File: src/rtl/decode_execute_hazard_controller_pkg.sv
// Shared pipeline types for the decode/execute hazard controller.
package decode_execute_hazard_controller_pkg;

    typedef enum logic [1:0] {
        RUN        = 2'd0,
        MULTI_BUSY = 2'd1,
        FLUSH      = 2'd2
    } state_e;

    localparam logic [1:0] FWD_REGFILE   = 2'b00;
    localparam logic [1:0] FWD_MEMORY    = 2'b01;
    localparam logic [1:0] FWD_WRITEBACK = 2'b10;

    // Operand source for one execute-stage register; memory stage wins over writeback.
    function automatic logic [1:0] fwd_sel(
        input logic       mem_we,
        input logic [4:0] mem_rd,
        input logic       wb_we,
        input logic [4:0] wb_rd,
        input logic [4:0] rs
    );
        if (mem_we && (mem_rd != 5'd0) && (mem_rd == rs))
            return FWD_MEMORY;
        else if (wb_we && (wb_rd != 5'd0) && (wb_rd == rs))
            return FWD_WRITEBACK;
        else
            return FWD_REGFILE;
    endfunction

endpackage

File: src/rtl/decode_execute_hazard_controller_if.sv
// Pipeline-field inputs and hazard-control outputs of the hazard controller.
interface decode_execute_hazard_controller_if #(
    parameter int COUNTER_WIDTH = 32
);
    logic [4:0] decodeRs1;
    logic [4:0] decodeRs2;
    logic       decodeUsesRs1;
    logic       decodeUsesRs2;
    logic [4:0] executeRd;
    logic [4:0] executeRs1;
    logic [4:0] executeRs2;
    logic       executeMemoryReadEnable;
    logic       executeRegisterWriteEnable;
    logic [4:0] memoryRd;
    logic       memoryRegisterWriteEnable;
    logic [4:0] writebackRd;
    logic       writebackRegisterWriteEnable;
    logic       branchTaken;
    logic       multiCycleStart;
    logic       multiCycleDone;

    logic       stallFetch;
    logic       stallDecode;
    logic       stallExecute;
    logic       bubbleExecute;
    logic       flushFetch;
    logic       flushDecode;
    logic [1:0] forwardA;
    logic [1:0] forwardB;
    logic       timeoutError;
    logic [COUNTER_WIDTH-1:0] stallCount;
    logic [COUNTER_WIDTH-1:0] flushCount;

    // Pipeline side: drives stage fields, consumes controls.
    modport master (
        output decodeRs1, decodeRs2, decodeUsesRs1, decodeUsesRs2,
               executeRd, executeRs1, executeRs2,
               executeMemoryReadEnable, executeRegisterWriteEnable,
               memoryRd, memoryRegisterWriteEnable,
               writebackRd, writebackRegisterWriteEnable,
               branchTaken, multiCycleStart, multiCycleDone,
        input  stallFetch, stallDecode, stallExecute, bubbleExecute,
               flushFetch, flushDecode, forwardA, forwardB,
               timeoutError, stallCount, flushCount
    );

    // Controller side.
    modport slave (
        input  decodeRs1, decodeRs2, decodeUsesRs1, decodeUsesRs2,
               executeRd, executeRs1, executeRs2,
               executeMemoryReadEnable, executeRegisterWriteEnable,
               memoryRd, memoryRegisterWriteEnable,
               writebackRd, writebackRegisterWriteEnable,
               branchTaken, multiCycleStart, multiCycleDone,
        output stallFetch, stallDecode, stallExecute, bubbleExecute,
               flushFetch, flushDecode, forwardA, forwardB,
               timeoutError, stallCount, flushCount
    );
endinterface

File: src/rtl/decode_execute_hazard_controller_hazard_forwarding_unit.sv
// Combinational forwarding selects and load-use detection.
module hazard_forwarding_unit
    import decode_execute_hazard_controller_pkg::*;
(
    input  logic       mem_we_i,
    input  logic [4:0] mem_rd_i,
    input  logic       wb_we_i,
    input  logic [4:0] wb_rd_i,
    input  logic [4:0] ex_rs1_i,
    input  logic [4:0] ex_rs2_i,
    input  logic [4:0] ex_rd_i,
    input  logic       ex_mre_i,
    input  logic       ex_rwe_i,
    input  logic [4:0] dec_rs1_i,
    input  logic [4:0] dec_rs2_i,
    input  logic       dec_use1_i,
    input  logic       dec_use2_i,
    output logic [1:0] fwd_a_o,
    output logic [1:0] fwd_b_o,
    output logic       load_use_o
);

    // A load's data is not ready until memory, so a dependent decode op must wait a cycle.
    always_comb begin
        fwd_a_o    = fwd_sel(mem_we_i, mem_rd_i, wb_we_i, wb_rd_i, ex_rs1_i);
        fwd_b_o    = fwd_sel(mem_we_i, mem_rd_i, wb_we_i, wb_rd_i, ex_rs2_i);
        load_use_o = ex_mre_i && ex_rwe_i && (ex_rd_i != 5'd0) &&
                     ((dec_use1_i && (ex_rd_i == dec_rs1_i)) ||
                      (dec_use2_i && (ex_rd_i == dec_rs2_i)));
    end

endmodule

File: src/rtl/decode_execute_hazard_controller.sv
// Stall/bubble/flush sequencing, multi-cycle op tracking and perf counters.
module decode_execute_hazard_controller
    import decode_execute_hazard_controller_pkg::*;
#(
    parameter int FLUSH_CYCLES  = 1,
    parameter int MULTI_TIMEOUT = 64,
    parameter int COUNTER_WIDTH = 32
) (
    input  logic clock,
    input  logic reset,
    decode_execute_hazard_controller_if.slave hz
);

    localparam int BW = $clog2(MULTI_TIMEOUT) + 1;
    // Timeout fires when the next busy value would hit MULTI_TIMEOUT-1, which
    // together with the start cycle yields MULTI_TIMEOUT stalled cycles.
    localparam logic [BW-1:0] BUSY_LAST    = BW'(MULTI_TIMEOUT - 2);
    localparam logic [3:0]    FLUSH_RELOAD = 4'(FLUSH_CYCLES - 1);

    state_e                   state_q, state_d;
    logic [3:0]               flush_cnt_q, flush_cnt_d;
    logic [BW-1:0]            busy_q, busy_d;
    logic                     tmo_q, tmo_d;
    logic [COUNTER_WIDTH-1:0] stall_cnt_q, flush_ev_q;

    logic       load_use;
    logic       stall_f, stall_dc, stall_e, bubble, flush_f, flush_dc, flush_inc;
    logic [1:0] fwd_a, fwd_b;

    hazard_forwarding_unit u_fwd (
        .mem_we_i   (hz.memoryRegisterWriteEnable),
        .mem_rd_i   (hz.memoryRd),
        .wb_we_i    (hz.writebackRegisterWriteEnable),
        .wb_rd_i    (hz.writebackRd),
        .ex_rs1_i   (hz.executeRs1),
        .ex_rs2_i   (hz.executeRs2),
        .ex_rd_i    (hz.executeRd),
        .ex_mre_i   (hz.executeMemoryReadEnable),
        .ex_rwe_i   (hz.executeRegisterWriteEnable),
        .dec_rs1_i  (hz.decodeRs1),
        .dec_rs2_i  (hz.decodeRs2),
        .dec_use1_i (hz.decodeUsesRs1),
        .dec_use2_i (hz.decodeUsesRs2),
        .fwd_a_o    (fwd_a),
        .fwd_b_o    (fwd_b),
        .load_use_o (load_use)
    );

    // Next-state and control outputs; redirect beats multi-cycle beats load-use.
    always_comb begin
        state_d     = state_q;
        flush_cnt_d = flush_cnt_q;
        busy_d      = busy_q;
        tmo_d       = tmo_q;
        stall_f     = 1'b0;
        stall_dc    = 1'b0;
        stall_e     = 1'b0;
        bubble      = 1'b0;
        flush_f     = 1'b0;
        flush_dc    = 1'b0;
        flush_inc   = 1'b0;
        case (state_q)
            RUN: begin
                if (hz.branchTaken) begin
                    flush_f     = 1'b1;
                    flush_dc    = 1'b1;
                    flush_inc   = 1'b1;
                    flush_cnt_d = FLUSH_RELOAD;
                    state_d     = (FLUSH_CYCLES > 1) ? FLUSH : RUN;
                end else if (hz.multiCycleStart && !hz.multiCycleDone) begin
                    stall_f  = 1'b1;
                    stall_dc = 1'b1;
                    stall_e  = 1'b1;
                    busy_d   = '0;
                    state_d  = MULTI_BUSY;
                end else if (hz.multiCycleStart) begin
                    // Single-cycle completion: nothing to hold.
                    state_d = RUN;
                end else if (load_use) begin
                    stall_f  = 1'b1;
                    stall_dc = 1'b1;
                    bubble   = 1'b1;
                end
            end
            MULTI_BUSY: begin
                // Execute is frozen, so a redirect cannot be acted on here.
                if (hz.multiCycleDone) begin
                    state_d = RUN;
                end else begin
                    stall_f  = 1'b1;
                    stall_dc = 1'b1;
                    stall_e  = 1'b1;
                    if (busy_q == BUSY_LAST) begin
                        tmo_d   = 1'b1;
                        state_d = RUN;
                    end else if (busy_q != '1) begin
                        busy_d = busy_q + 1'b1;
                    end
                end
            end
            FLUSH: begin
                flush_f  = 1'b1;
                flush_dc = 1'b1;
                if (hz.branchTaken) begin
                    flush_inc   = 1'b1;
                    flush_cnt_d = FLUSH_RELOAD;
                end else begin
                    flush_cnt_d = flush_cnt_q - 1'b1;
                    if (flush_cnt_q <= 4'd1)
                        state_d = RUN;
                end
            end
            default: state_d = RUN;
        endcase
    end

    // FSM and sequencing counters.
    always_ff @(posedge clock or negedge reset) begin
        if (!reset) begin
            state_q     <= RUN;
            flush_cnt_q <= '0;
            busy_q      <= '0;
            tmo_q       <= 1'b0;
        end else begin
            state_q     <= state_d;
            flush_cnt_q <= flush_cnt_d;
            busy_q      <= busy_d;
            tmo_q       <= tmo_d;
        end
    end

    // Performance counters, free-running and wrapping.
    always_ff @(posedge clock or negedge reset) begin
        if (!reset) begin
            stall_cnt_q <= '0;
            flush_ev_q  <= '0;
        end else begin
            stall_cnt_q <= stall_cnt_q + COUNTER_WIDTH'(stall_f);
            flush_ev_q  <= flush_ev_q + COUNTER_WIDTH'(flush_inc);
        end
    end

    assign hz.stallFetch    = stall_f;
    assign hz.stallDecode   = stall_dc;
    assign hz.stallExecute  = stall_e;
    assign hz.bubbleExecute = bubble;
    assign hz.flushFetch    = flush_f;
    assign hz.flushDecode   = flush_dc;
    assign hz.forwardA      = fwd_a;
    assign hz.forwardB      = fwd_b;
    assign hz.timeoutError  = tmo_q;
    assign hz.stallCount    = stall_cnt_q;
    assign hz.flushCount    = flush_ev_q;

endmodule
File: src/flat_wrapper.sv
// flat-port wrapper written by rule: the top's interface ports become plain ports
module decode_execute_hazard_controller_flat import decode_execute_hazard_controller_pkg::*;
#(
    parameter int FLUSH_CYCLES  = 1,
    parameter int MULTI_TIMEOUT = 64,
    parameter int COUNTER_WIDTH = 32
)
  (clock, reset, hz_decodeRs1, hz_decodeRs2, hz_decodeUsesRs1, hz_decodeUsesRs2, hz_executeRd, hz_executeRs1, hz_executeRs2, hz_executeMemoryReadEnable, hz_executeRegisterWriteEnable, hz_memoryRd, hz_memoryRegisterWriteEnable, hz_writebackRd, hz_writebackRegisterWriteEnable, hz_branchTaken, hz_multiCycleStart, hz_multiCycleDone, hz_stallFetch, hz_stallDecode, hz_stallExecute, hz_bubbleExecute, hz_flushFetch, hz_flushDecode, hz_forwardA, hz_forwardB, hz_timeoutError, hz_stallCount, hz_flushCount);
  decode_execute_hazard_controller_if #(.COUNTER_WIDTH(COUNTER_WIDTH)) hz_i ();
  input  logic clock;
  input  logic reset;
  input wire logic [$bits(hz_i.decodeRs1)-1:0] hz_decodeRs1;
  input wire logic [$bits(hz_i.decodeRs2)-1:0] hz_decodeRs2;
  input wire logic [$bits(hz_i.decodeUsesRs1)-1:0] hz_decodeUsesRs1;
  input wire logic [$bits(hz_i.decodeUsesRs2)-1:0] hz_decodeUsesRs2;
  input wire logic [$bits(hz_i.executeRd)-1:0] hz_executeRd;
  input wire logic [$bits(hz_i.executeRs1)-1:0] hz_executeRs1;
  input wire logic [$bits(hz_i.executeRs2)-1:0] hz_executeRs2;
  input wire logic [$bits(hz_i.executeMemoryReadEnable)-1:0] hz_executeMemoryReadEnable;
  input wire logic [$bits(hz_i.executeRegisterWriteEnable)-1:0] hz_executeRegisterWriteEnable;
  input wire logic [$bits(hz_i.memoryRd)-1:0] hz_memoryRd;
  input wire logic [$bits(hz_i.memoryRegisterWriteEnable)-1:0] hz_memoryRegisterWriteEnable;
  input wire logic [$bits(hz_i.writebackRd)-1:0] hz_writebackRd;
  input wire logic [$bits(hz_i.writebackRegisterWriteEnable)-1:0] hz_writebackRegisterWriteEnable;
  input wire logic [$bits(hz_i.branchTaken)-1:0] hz_branchTaken;
  input wire logic [$bits(hz_i.multiCycleStart)-1:0] hz_multiCycleStart;
  input wire logic [$bits(hz_i.multiCycleDone)-1:0] hz_multiCycleDone;
  output wire logic [$bits(hz_i.stallFetch)-1:0] hz_stallFetch;
  output wire logic [$bits(hz_i.stallDecode)-1:0] hz_stallDecode;
  output wire logic [$bits(hz_i.stallExecute)-1:0] hz_stallExecute;
  output wire logic [$bits(hz_i.bubbleExecute)-1:0] hz_bubbleExecute;
  output wire logic [$bits(hz_i.flushFetch)-1:0] hz_flushFetch;
  output wire logic [$bits(hz_i.flushDecode)-1:0] hz_flushDecode;
  output wire logic [$bits(hz_i.forwardA)-1:0] hz_forwardA;
  output wire logic [$bits(hz_i.forwardB)-1:0] hz_forwardB;
  output wire logic [$bits(hz_i.timeoutError)-1:0] hz_timeoutError;
  output wire logic [$bits(hz_i.stallCount)-1:0] hz_stallCount;
  output wire logic [$bits(hz_i.flushCount)-1:0] hz_flushCount;
  assign hz_i.decodeRs1 = hz_decodeRs1;
  assign hz_i.decodeRs2 = hz_decodeRs2;
  assign hz_i.decodeUsesRs1 = hz_decodeUsesRs1;
  assign hz_i.decodeUsesRs2 = hz_decodeUsesRs2;
  assign hz_i.executeRd = hz_executeRd;
  assign hz_i.executeRs1 = hz_executeRs1;
  assign hz_i.executeRs2 = hz_executeRs2;
  assign hz_i.executeMemoryReadEnable = hz_executeMemoryReadEnable;
  assign hz_i.executeRegisterWriteEnable = hz_executeRegisterWriteEnable;
  assign hz_i.memoryRd = hz_memoryRd;
  assign hz_i.memoryRegisterWriteEnable = hz_memoryRegisterWriteEnable;
  assign hz_i.writebackRd = hz_writebackRd;
  assign hz_i.writebackRegisterWriteEnable = hz_writebackRegisterWriteEnable;
  assign hz_i.branchTaken = hz_branchTaken;
  assign hz_i.multiCycleStart = hz_multiCycleStart;
  assign hz_i.multiCycleDone = hz_multiCycleDone;
  assign hz_stallFetch = hz_i.stallFetch;
  assign hz_stallDecode = hz_i.stallDecode;
  assign hz_stallExecute = hz_i.stallExecute;
  assign hz_bubbleExecute = hz_i.bubbleExecute;
  assign hz_flushFetch = hz_i.flushFetch;
  assign hz_flushDecode = hz_i.flushDecode;
  assign hz_forwardA = hz_i.forwardA;
  assign hz_forwardB = hz_i.forwardB;
  assign hz_timeoutError = hz_i.timeoutError;
  assign hz_stallCount = hz_i.stallCount;
  assign hz_flushCount = hz_i.flushCount;
  decode_execute_hazard_controller #(.FLUSH_CYCLES(FLUSH_CYCLES), .MULTI_TIMEOUT(MULTI_TIMEOUT), .COUNTER_WIDTH(COUNTER_WIDTH)) u_core (.clock(clock), .reset(reset), .hz(hz_i));
endmodule
File: config.mk
export PLATFORM = sky130hd
export DESIGN_NAME = decode_execute_hazard_controller_flat
export DESIGN_NICKNAME = d
export VERILOG_FILES = /design/src/rtl/decode_execute_hazard_controller_pkg.sv /design/src/rtl/decode_execute_hazard_controller_if.sv /design/src/rtl/decode_execute_hazard_controller_hazard_forwarding_unit.sv /design/src/rtl/decode_execute_hazard_controller.sv /design/src/flat_wrapper.sv
export SDC_FILE = /design/constraint.sdc
export NUM_CORES = 1
export LEC_CHECK = 0
export ABC_AREA = 1
export BUFFER_PORTS_ARGS = -buffer_cell sky130_fd_sc_hd__buf_2
export CORE_MARGIN = 5
export CORE_UTILIZATION = 35
export DETAILED_ROUTE_END_ITERATION = 6
export GPL_TIMING_DRIVEN = 0
export PLACE_DENSITY = 0.65
export SLEW_MARGIN = 20
export SYNTH_ARGS = -nofsm -noshare
export SYNTH_HDL_FRONTEND = slang
export SYNTH_HIERARCHICAL = 1
export SYNTH_SLANG_ARGS = --single-unit
File: constraint.sdc
create_clock -name clock -period 5.7 [get_ports clock]
set_input_delay 1.14 -clock clock [delete_from_list [all_inputs] [get_ports clock]]
set_output_delay 1.14 -clock clock [all_outputs]
set_load 0.02 [all_outputs]
; ---- Word level (Yosys, flattened, before mapping)
; Cells that the tools add are included.
; Widths: inputs -> output; s select.
[word_totals]
regBits = 78
output_inout_bits = 75
[classes]
n_addsub = 4
magnitude_cmp = 1
eq_ne = 20
n_mux = 36
n_bitwise = 1
reduce_logical = 25
[op_table]
columns = cell, count
row1 = $add 32x1->32, 2
row2 = $mux 7, 5
row3 = $eq 5x5->1, 6
row4 = $mux 2, 11
row5 = $reduce_bool 5->1, 3
row6 = $pmux 7 s2, 1
row7 = $logic_and 1x1->1, 12
row8 = $mux 1, 12
row9 = $ne 2x2->1 const B, 5
row10 = $mux 4, 2
row11 = $pmux 4 s2, 1
row12 = $add 7x1->7 const B, 1
row13 = $eq 7x6->1 const B, 1
row14 = $ne 7x7->1 const B, 1
row15 = $ne 2x1->1 const B, 3
row16 = $pmux 1 s2, 3
row17 = $pmux 2 s3, 1
row18 = $reduce_and 6->1, 1
row19 = $le 4x1->1 const B, 1
row20 = $ne 4x3->1 const B, 1
row21 = $reduce_and 4->1, 1
row22 = $reduce_bool 2->1, 2
row23 = $sub 4x1->4 const B, 1
row24 = $ne 3x2->1 const B, 1
row25 = other kinds (9), 9

; ---- Longest topological paths before layout
; Gate-level depths: netlist of the first run.
[depth]
ltp_word = 10
ltp_mapped = 17

; ---- Cells and area by module
; The synthesis of the first run kept the hierarchy.
[modules_own_cells]
columns = mod, instances, cells_per_inst, area_each_um2, seq_area_each_um2
row1 = decode_execute_hazard_controller, 1, 532, 4010.1, 1826.8
row2 = hazard_forwarding_unit, 1, 128, 564.3, 0.0

; ---- Worst setup path after synthesis of the first run
; Ideal clock, no wire load.
[synth_timing]
path_type = input-to-output
from = input hz_executeRd[2]
to = output hz_stallFetch
arrival_ns = 2.286
required_time_ns = 4.560
path_slack_ns = 2.274
stages = 7
path_buffers = 1
cell_sequence = nor3_1 -> nand3_1 -> nand3_1 -> a21oi_1 -> and3_1 -> or2_2 -> buf_4
[synth_via]
elab_chain_cells = 9
elab_cells_between_ends = 13
cone_classes = 2 x eq/ne / 5 x mux / 6 x reduce/logical
[synth_rtl]
columns = item, line
row1 = start: declaration, flat_wrapper.sv:16  ; input wire logic [$bits(hz_i.executeRd)-1:0] hz_executeRd;
row2 = $eq 5x5->1 (on tied branches), "decode_execute_hazard_controller_hazard_forwarding_unit.sv:28, decode_execute_hazard_controller_hazard_forwarding_unit.sv:29"
row3 = $logic_and 1x1->1 (on tied branches), "decode_execute_hazard_controller_hazard_forwarding_unit.sv:28, decode_execute_hazard_controller_hazard_forwarding_unit.sv:29"
row4 = $logic_or 1x1->1, decode_execute_hazard_controller_hazard_forwarding_unit.sv:28  ; ((dec_use1_i && (ex_rd_i == dec_rs1_i)) ||
row5 = $logic_and 1x1->1 *, decode_execute_hazard_controller_hazard_forwarding_unit.sv:27  ; load_use_o = ex_mre_i && ex_rwe_i && (ex_rd_i != 5'd0) &&
row6 = named net u_core.load_use, decode_execute_hazard_controller.sv:26  ; logic load_use;
row7 = $mux 1 * (4 in a row), --
row8 = $pmux 1 s2 *, --
row9 = end: declaration, flat_wrapper.sv:28  ; output wire logic [$bits(hz_i.stallFetch)-1:0] hz_stallFetch;
; The timed path passes the listed nets; every way through them passes the cells marked *.

; ---- Final worst setup path of the first run
[layout_timing]
from = input hz_executeRd[2]
to = output hz_stallFetch
[layout_via]
elab_chain_cells = 9
elab_cells_between_ends = 13
cone_classes = 2 x eq/ne / 5 x mux / 6 x reduce/logical
[layout_rtl]
columns = item, line
row1 = $eq 5x5->1 (on tied branches), "decode_execute_hazard_controller_hazard_forwarding_unit.sv:28, decode_execute_hazard_controller_hazard_forwarding_unit.sv:29"
row2 = $logic_and 1x1->1 (on tied branches), "decode_execute_hazard_controller_hazard_forwarding_unit.sv:28, decode_execute_hazard_controller_hazard_forwarding_unit.sv:29"
row3 = $logic_or 1x1->1, decode_execute_hazard_controller_hazard_forwarding_unit.sv:28
row4 = $logic_and 1x1->1 *, decode_execute_hazard_controller_hazard_forwarding_unit.sv:27
row5 = named net u_core.load_use, decode_execute_hazard_controller.sv:26
row6 = $mux 1 *, decode_execute_hazard_controller.sv:79  ; end else if (load_use) begin
row7 = $mux 1 *, decode_execute_hazard_controller.sv:76  ; end else if (hz.multiCycleStart) begin
row8 = $mux 1 *, decode_execute_hazard_controller.sv:70  ; end else if (hz.multiCycleStart && !hz.multiCycleDone) begin
row9 = $mux 1 *, decode_execute_hazard_controller.sv:64  ; if (hz.branchTaken) begin
row10 = $pmux 1 s2 *, decode_execute_hazard_controller.sv:62  ; case (state_q)
; Marked as above.

==> Implementation_results.wiki, run 1 <==
{| class="wikitable"
! Metric !! Value
|-
| Internal power || 1.02 mW
|-
| Peak VDD IR || ~330 uV
|-
| Cell type with the largest total area after synthesis || sky130_fd_sc_hd__dfrtp_1
|-
| Startpoint kind of the worst setup timing path || input port
|-
| Met3 Usage GRT || between 4 and 5%
|-
| Cell with the most instances after synthesis || sky130_fd_sc_hd__nand2_1
|-
| DRT iter0 DRCs || 176
|-
| Total placed cells including tap cells || 953
|-
| Gpl congestion || 0.834
|-
| Buffers on Ports || 120
|-
| Post-Route Skew || 0.00484 ns
|-
| Final standard cell area without fillers || between 0.005 and 0.006 mm^2
|-
| Number of cells in the finished layout apart from fillers || 969
|-
| Root buffer cell || sky130_fd_sc_hd__clkbuf_16
|-
| Area of the core || between 0.01 and 0.015 mm^2
|-
| Cell-by-cell trace of the critical path || buf_2, nor3_1, nand3_1, nand3_1, a21oi_1, and3_1, or2_2, buf_4, buf_2
|-
| Slew at the pin with the worst max-slew slack || 0.368 ns
|-
| Routed wire length || between 10000 and 15000 um
|-
| Area contributors post-synth || sky130_fd_sc_hd__dfrtp_1 (40%), sky130_fd_sc_hd__nand2_1 (23%), sky130_fd_sc_hd__nor2_1 (9.4%)
|-
| Pwr/cell area || between 200 and 300 mW/mm^2
|-
| Relative slew slack || 75.5%
|-
| CTS H-tree depth || 3
|-
| Cell Rows || 41
|-
| WS Path Type || input port to output pin
|-
| Clk network pwr share || 39.9%
|-
| Largest fanout of any net on the critical path || 4
|-
| Clock-pin transition on the worst setup and hold timing paths || 0.06 ns
|-
| Synthesized flop and latch total || 73
|-
| Wire length of the first global-routing pass || between 15000 and 20000 um
|-
| Slowest cell on the critical path || sky130_fd_sc_hd__or2_2
|-
| Number of setup buffers added after CTS || 0
|-
| Result of the run || complete, no violations
|-
| Total power of the final layout || 1.45 mW
|-
| Critical path arrival || ~2.5 ns
|-
| Area share of the leading cell type in the synthesized netlist || 39.9%
|-
| Share of flip-flops with an asynchronous set or reset after synthesis || 100%
|-
| Sequential cell fraction of total power || 42.5%
|-
| Static power due to leakage || 2.99 nW
|-
| Fraction of final layout cells sized beyond drive strength 1 || 22.1%
|-
| Final slew viol count || 0
|-
| Resized cells post-CTS || 0
|-
| Diode count || 0
|-
| Average wire per standard cell || 11.7 um
|-
| Number of clock buffers inserted by TritonCTS || 9
|-
| Final critical path time including I/O delays and setup || ~3.6 ns
|-
| Largest stage delay on the critical path || ~0.34 ns
|-
| Final WS setup || 2.07 ns
|-
| Vias in the first global route || 4083
|-
| Combined buffer and inverter count along the critical path || 3
|-
| Congestion Overflow GR || 0
|-
| Total number of vias || 4329
|-
| Total negative slack for setup checks || 0 ns
|-
| Final Hold Fails || 0
|-
| Top achievable clock speed || 0.275 GHz
|-
| Die area || 0.0155 mm^2
|-
| Max-Cap Viols || 0
|-
| Met1 demand-to-capacity share in global routing || between 10% and 20%
|-
| Count of mapped cells out of synthesis || between 600 and 700
|-
| TritonRoute pass-1 iters || 4
|-
| Synth warn || 6
|-
| Dpl hpwl || between 9000 and 10000 um
|-
| CP top delay family || simple AND/OR/NAND/NOR gates
|-
| Required time at the worst-slack endpoint || 4.56 ns
|-
| Horizontal die dimension || around 120 um
|-
| Clock tree from TritonCTS || built
|-
| Hold buffers post-CTS || 0
|-
| Pre-CTS setup slack || around 2 ns
|-
| Setup repair after global routing missed its margin || false
|-
| Maximum number of pins on one net before global-route repair || 49
|-
| Nature of the critical path endpoint || output pin
|-
| Average size of a mapped cell || 6.93 um^2
|-
| Number of nets still failing antenna checks after routing || 0
|-
| Synthesized cell area || 0.00457 mm^2
|-
| Met2 Usage GRT || 23.6%
|-
| Number of enable flip-flop cells after synthesis || 0
|-
| Final period utilization || 63.7%
|-
| Vert. Die Dim || approximately 120 um
|-
| DRC Markers || 0
|-
| Fraction of power spent switching nets || between 20% and 30%
|-
| Post-synth top cells || sky130_fd_sc_hd__nand2_1 (278), sky130_fd_sc_hd__nor2_1 (114), sky130_fd_sc_hd__dfrtp_1 (73)
|-
| Starting density of the core || a little over a third
|-
| Count of boundary I/O pins || 121
|-
| Synthesized net count || about 700
|-
| Hold WC Path Type || flip-flop to flip-flop
|-
| Share of the yosys chip area belonging to registers || 39.9%
|-
| P_sw || 430 uW
|-
| Sinks on Clock Net || 73
|-
| Final setup violation count || 0
|-
| Share of power burned in combinational logic || between 10% and 20%
|-
| Global router's overall resource usage || 14.5%
|-
| Number of unique standard cell types used by synthesis || 23
|-
| Clk Latency, worst-skew pair || 0.33 ns
|-
| Highest-utilization routing layer at the global route stage || met2
|-
| Via density per instance || about 4.5
|-
| Antenna violations before repair || 0
|-
| Main flop type after synthesis || sky130_fd_sc_hd__dfrtp_1
|-
| Post-DP Area || around 0.0054 mm^2
|-
| Synthesis-to-layout area growth || 25.2%
|-
| Clock tree buffer depth || 2
|-
| Post-layout nets || around 850
|}
final timing paths:
| path | start | endpoint | slack [ns] | cells past startpoint |
|---|---|---|---|---|
| worst min register to register | u_core/hz.timeoutError | u_core/hz.timeoutError | 0.47 | 1 |
| worst min-delay path | u_core/hz.timeoutError | u_core/hz.timeoutError | 0.47 | 1 |
| min in group asynchronous | reset | u_core/hz.stallCount[21] | 0.73 | 1 |
| worst max register to register | u_core/state_q[0] | u_core/hz.stallCount[20] | 3.29 | 13 |
| worst max-delay path | hz_executeRd[2] | hz_stallFetch | 2.07 | 9 |
| max in group asynchronous | reset | u_core/hz.flushCount[24] | 4.41 | 2 |
cells in the final DEF, fill, tap and decap left out:
master,n
sky130_fd_sc_hd__buf_16,1
sky130_fd_sc_hd__and3_1,1
sky130_fd_sc_hd__clkbuf_16,9
sky130_fd_sc_hd__nand2_2,5
sky130_fd_sc_hd__inv_2,10
sky130_fd_sc_hd__nand3_2,2
sky130_fd_sc_hd__buf_4,3
sky130_fd_sc_hd__clkbuf_1,1
sky130_fd_sc_hd__clkinv_2,1
sky130_fd_sc_hd__o21ai_0,1
sky130_fd_sc_hd__clkinv_4,1
sky130_fd_sc_hd__or2_2,1
sky130_fd_sc_hd__nand3_1,19
sky130_fd_sc_hd__xnor2_1,21
sky130_fd_sc_hd__clkbuf_8,2
sky130_fd_sc_hd__xor2_1,26
sky130_fd_sc_hd__dfrtp_1,73
sky130_fd_sc_hd__bufinv_16,1
sky130_fd_sc_hd__nor2_2,15
sky130_fd_sc_hd__nor3_1,1
sky130_fd_sc_hd__nand3b_1,24
sky130_fd_sc_hd__nor2_4,5
sky130_fd_sc_hd__ha_1,7
sky130_fd_sc_hd__o21bai_1,1
sky130_fd_sc_hd__buf_2,119
sky130_fd_sc_hd__nor3b_1,2
sky130_fd_sc_hd__inv_1,48
sky130_fd_sc_hd__nand2_1,278
sky130_fd_sc_hd__nor2_1,114
sky130_fd_sc_hd__clkinvlp_4,1
sky130_fd_sc_hd__nand4_1,2
sky130_fd_sc_hd__a21oi_1,2
metrics by stage:
| stage | utilization, % | hold WS, ns |
|---|---|---|
| final | 45.0 | 0.472 |
| after global routing | 45.0 | 0.499 |
| after CTS | 45.0 | 0.480 |
| after detailed placement | 42.6 | 0.457 |
| after global placement | 42.4 | 0.473 |
| after floorplan | - | 0.471 |
power groups by stage:
stage / clock network (mW) / registers (mW) / logic, mW
floorplan: 0 / 0.665 / 0.105
global placement: 0 / 0.623 / 0.252
detailed placement: 0 / 0.624 / 0.258
CTS: 0.594 / 0.615 / 0.259
global route: 0.616 / 0.624 / 0.282
finish: 0.578 / 0.615 / 0.253
state kept, by name (all words and copies together) (netlist names):
name	cells
u_core/busy_q	7
u_core/hz.flushCount	32
u_core/hz.stallCount	32
u_core/hz.timeoutError	1
u_core/state_q	1
cell families after synthesis:
| kind of cell | Yosys count | share of synthesized area, % |
|---|---|---|
| fa+ha+maj | 7 | 1.91 |
| xor+xnor | 47 | 9.00 |
| buf+inv | 60 | 5.09 |
| compound gates | 4 | 0.492 |
| flops | 73 | 39.9 |
| simple gates | 469 | 43.6 |
metal layers:
| metal | vias to the layer above | share of wire, % |
|---|---|---|
| li1 | 2283 | - |
| met1 | 1924 | 48 |
| met2 | 110 | 45 |
| met3 | 12 | 5.8 |
| met4 | 0 | 1.4 |
| met5 | - | 0 |
layout make-up:
type | count | area (um^2)
buffer | 2 | 15.0
clock buffer | 12 | 256
clock inverter | 4 | 51.3
fill | 1362 | 6990
inverter | 58 | 218
multi-input combinational | 527 | 2510
sequential | 73 | 1830
tap | 172 | 215
timing repair buffer | 121 | 631
No activity file was read; power rests on OpenSTA's default activity.
==> run 2, diff against run 1 <==
--- a/config.mk
+++ b/config.mk
@@ -5,13 +5,13 @@
 export SDC_FILE = /design/constraint.sdc
 export NUM_CORES = 1
 export LEC_CHECK = 0
-export ABC_AREA = 1
+export ABC_AREA = 0
 export BUFFER_PORTS_ARGS = -buffer_cell sky130_fd_sc_hd__buf_2
 export CORE_MARGIN = 5
 export CORE_UTILIZATION = 35
 export DETAILED_ROUTE_END_ITERATION = 6
 export GPL_TIMING_DRIVEN = 0
-export PLACE_DENSITY = 0.65
+export PLACE_DENSITY = 0.66
 export SLEW_MARGIN = 20
 export SYNTH_ARGS = -nofsm -noshare
 export SYNTH_HDL_FRONTEND = slang
==> constraint.sdc (replaced) <==
create_clock -name clock -period 3.6 [get_ports clock]
set_input_delay 0.72 -clock clock [delete_from_list [all_inputs] [get_ports clock]]
set_output_delay 0.72 -clock clock [all_outputs]
set_load 0.02 [all_outputs]
==> run 2 against run 1 <==
  * Via count fell by 27%
  * Area after synthesis down 16%
  * Hold slack worse by 0.16 ns
  * Clock skew grew 0.0028 ns
  * Die area down 15%
  * Routed wire length is 22% lower
  * Cell count fell by 35%
  * Register-to-register slack got worse by 2.2 ns
  * Synthesized cell count decreased by 46%
  * Largest cell class unchanged
  * Clock power is 14% higher
  * Critical path depth is 5 higher
==> Implementation_results.wiki, run 2 <==
{| class="wikitable"
! Metric !! Value
|-
| Area share of the leading cell type in the synthesized netlist || a little under half
|-
| Root buffer cell || sky130_fd_sc_hd__clkbuf_8
|-
| Largest fanout of any net on the critical path || 10
|-
| Synthesized flop and latch total || 73
|-
| Clock tree from TritonCTS || built
|-
| WS Path Type || input port to flip-flop
|-
| Clk network pwr share || 33.2%
|-
| Maximum number of pins on one net before global-route repair || 40
|-
| Main flop type after synthesis || sky130_fd_sc_hd__dfrtp_1
|-
| TritonRoute pass-1 iters || 4
|-
| Most common cell after layout, fill and taps aside || sky130_fd_sc_hd__buf_2
|-
| Clock tree buffer depth || 2
|-
| Post-layout nets || 541
|-
| Synthesized net count || slightly above 400
|-
| Commonest cells after routing, fill and taps aside || sky130_fd_sc_hd__buf_2 (120), sky130_fd_sc_hd__dfrtp_1 (73), sky130_fd_sc_hd__xor2_1 (49)
|-
| Result of the run || complete, no violations
|-
| Share of power burned in combinational logic || 17.7%
|-
| Final setup violation count || 0
|-
| Starting density of the core || 35.6%
|-
| Cell-by-cell trace of the critical path || buf_2, xor2_1, nor4_1, nand3_1, a21oi_1, nor4b_2, or2_2, ha_1, ha_1, nand3_1, or4_1, buf_4, nor3_2, xor2_1
|-
| Congestion Overflow GR || 0
|-
| Fraction of final layout cells sized beyond drive strength 1 || 33.1%
|-
| Top achievable clock speed || 0.304 GHz
|-
| CTS H-tree depth || 3
|-
| P_sw || 605 uW
|-
| Largest stage delay on the critical path || 0.43 ns
|-
| Post-synth top cells || sky130_fd_sc_hd__dfrtp_1 (73), sky130_fd_sc_hd__xor2_1 (49), sky130_fd_sc_hd__xnor2_1 (41)
|-
| Vert. Die Dim || 115 um
|-
| Post-Route Skew || 0.00765 ns
|-
| DRT iter0 DRCs || 151
|-
| Slew at the pin with the worst max-slew slack || 0.709 ns
|-
| Number of unique standard cell types used by synthesis || 45
|-
| Wire length of the first global-routing pass || 14700 um
|-
| Critical path arrival || 3.54 ns
|-
| Hold WC Path Type || input port to async pin
|-
| Number of enable flip-flop cells after synthesis || 0
|-
| Number of clock buffers inserted by TritonCTS || 9
|-
| Final slew viol count || 0
|-
| Total number of vias || 3139
|-
| Static power due to leakage || 2.43 nW
|-
| Cell type with the largest total area after synthesis || sky130_fd_sc_hd__dfrtp_1
|-
| Slowest cell on the critical path || sky130_fd_sc_hd__or4_1
|-
| Sinks on Clock Net || 73
|-
| Hold buffers post-CTS || 0
|-
| Number of nets still failing antenna checks after routing || 0
|-
| Final-layout fill cell count || 1020
|-
| Post-DP Area || 0.00465 mm^2
|-
| Horizontal die dimension || 115 um
|-
| Average wire per standard cell || 14.0 um
|-
| Final Hold Fails || 0
|-
| Pwr/cell area || 408 mW/mm^2
|-
| Gpl congestion || 0.825
|-
| Count of boundary I/O pins || 121
|-
| Sequential cell fraction of total power || 49.1%
|-
| Total negative slack for setup checks || 0 ns
|-
| Cell with the most instances after synthesis || sky130_fd_sc_hd__dfrtp_1
|-
| Setup repair after global routing missed its margin || false
|-
| Final period utilization || between 90 and 100%
|-
| Area contributors post-synth || sky130_fd_sc_hd__dfrtp_1 (48%), sky130_fd_sc_hd__xor2_1 (11%), sky130_fd_sc_hd__xnor2_1 (9.3%)
|-
| Antenna violations before repair || 0
|-
| Dpl hpwl || 6850 um
|-
| Diode count || 0
|-
| Global router's overall resource usage || 13.6%
|-
| Required time at the worst-slack endpoint || 3.86 ns
|-
| Buffers on Ports || 120
|-
| Peak VDD IR || 212 uV
|-
| Clk Latency, worst-skew pair || roughly 0.34 ns
|-
| Fraction of power spent switching nets || between 30% and 40%
|-
| Number of setup buffers added after CTS || 0
|-
| Synthesized cell area || 0.00384 mm^2
|-
| Average size of a mapped cell || 10.8 um^2
|-
| Core utilization of the finished layout || between 40 and 50%
|-
| Final critical path time including I/O delays and setup || 3.29 ns
|-
| DRC Markers || 0
|-
| Synthesis-to-layout area growth || 26.3%
|-
| Final standard cell area without fillers || ~0.0049 mm^2
|-
| Relative slew slack || a little over half
|-
| Vias in the first global route || 3183
|-
| Cell Rows || 38
|-
| Via density per instance || 4.96
|-
| Count of mapped cells out of synthesis || ~360
|-
| Synth warn || 6
|-
| Max-Cap Viols || 0
|-
| Area of the core || 0.0108 mm^2
|-
| Nature of the critical path endpoint || flip-flop
|-
| Flop-to-flop setup slack || between 1 and 1.5 ns
|-
| Clock-pin transition on the worst setup and hold timing paths || approximately 0.080 ns
|-
| Routed wire length || approximately 8900 um
|-
| Startpoint kind of the worst setup timing path || input port
|-
| Die area || about 0.013 mm^2
|-
| Share of the yosys chip area belonging to registers || between 40% and 50%
|-
| Resized cells post-CTS || 0
|-
| Internal power || roughly 1.4 mW
|-
| Share of flip-flops with an asynchronous set or reset after synthesis || 100%
|}
run 2: worst max-delay path: cells and delay by family:
kind	cells	cell delay [ns]
simple gates	7	1.59
fa+ha+maj	2	0.41
xor+xnor	2	0.34
buf+inv	2	0.33
compound gates	1	0.15
run 2: stage by stage:
| stage | hold WS [ns] | worst slack (ns) | power, mW | instances |
|---|---|---|---|---|
| 2_1_floorplan | 0.424 | 0.0462 | 1.17 | 356 |
| 3_3_place_gp | 0.453 | 0.0180 | 1.33 | 616 |
| 3_5_place_dp | 0.454 | 0.00692 | 1.34 | 617 |
| 4_1_cts | 0.314 | 0.360 | 2.02 | 633 |
| 5_1_grt | 0.353 | 0.143 | 2.09 | 633 |
| 6_report | 0.312 | 0.314 | 1.98 | 633 |
run 2: final cells by class:
class	instances	area [um^2]	share of cell area, %
Sequential cell	73	1830	37.6
Buffer	7	46.3	0.954
Clock inverter	5	53.8	1.11
Timing Repair Buffer	121	623	12.8
Inverter	10	37.5	0.774
Clock buffer	11	151	3.12
Multi-Input combinational cell	266	1940	39.9
Tap cell	140	175	3.61
run 2: final timing paths:
kind                                        startpoint                        to  cells past startpoint
worst min register to register  u_core/hz.timeoutError    u_core/hz.timeoutError                      1
worst max-delay path                   hz_executeRd[2]  u_core/hz.stallCount[24]                     14
worst max register to register       u_core/state_q[0]  u_core/hz.stallCount[24]                      9
min in group clock              u_core/hz.timeoutError    u_core/hz.timeoutError                      1
max in group asynchronous                        reset   u_core/hz.stallCount[0]                      2
worst min-delay path                             reset  u_core/hz.flushCount[30]                      1
run 2: kinds of logic (layout without fill, tap and decap cells):
logic type	count (synthesis)	in the layout	synth area share [%]
and+or+nand+nor	151	151	23.9
buffers and inverters	17	154	2.18
AOI/OAI and AO/OA	16	16	3.06
xor gates and xnor gates	90	90	20.5
muxes	2	2	0.521
adders and majority gates	7	7	2.28
DFF	73	73	47.5
run 2: power groups by stage:
stage	registers, mW	clock network (mW)	logic [mW]
global placement	0.983	0	0.345
CTS	0.972	0.691	0.356
finish	0.972	0.657	0.350
global route	0.987	0.720	0.386
detailed placement	0.988	0	0.355
floorplan	1.05	0	0.121
run 2: per-layer routing:
layer / wire (um) / GRT usage (%) / vias to the layer above
met2: 4210 / 21.1 / 93
met3: 644 / 3.79 / 12
met5: 0 / 0 / -
li1: - / - / 1511
met1: 3860 / 17.8 / 1523
met4: 138 / 5.71 / 0
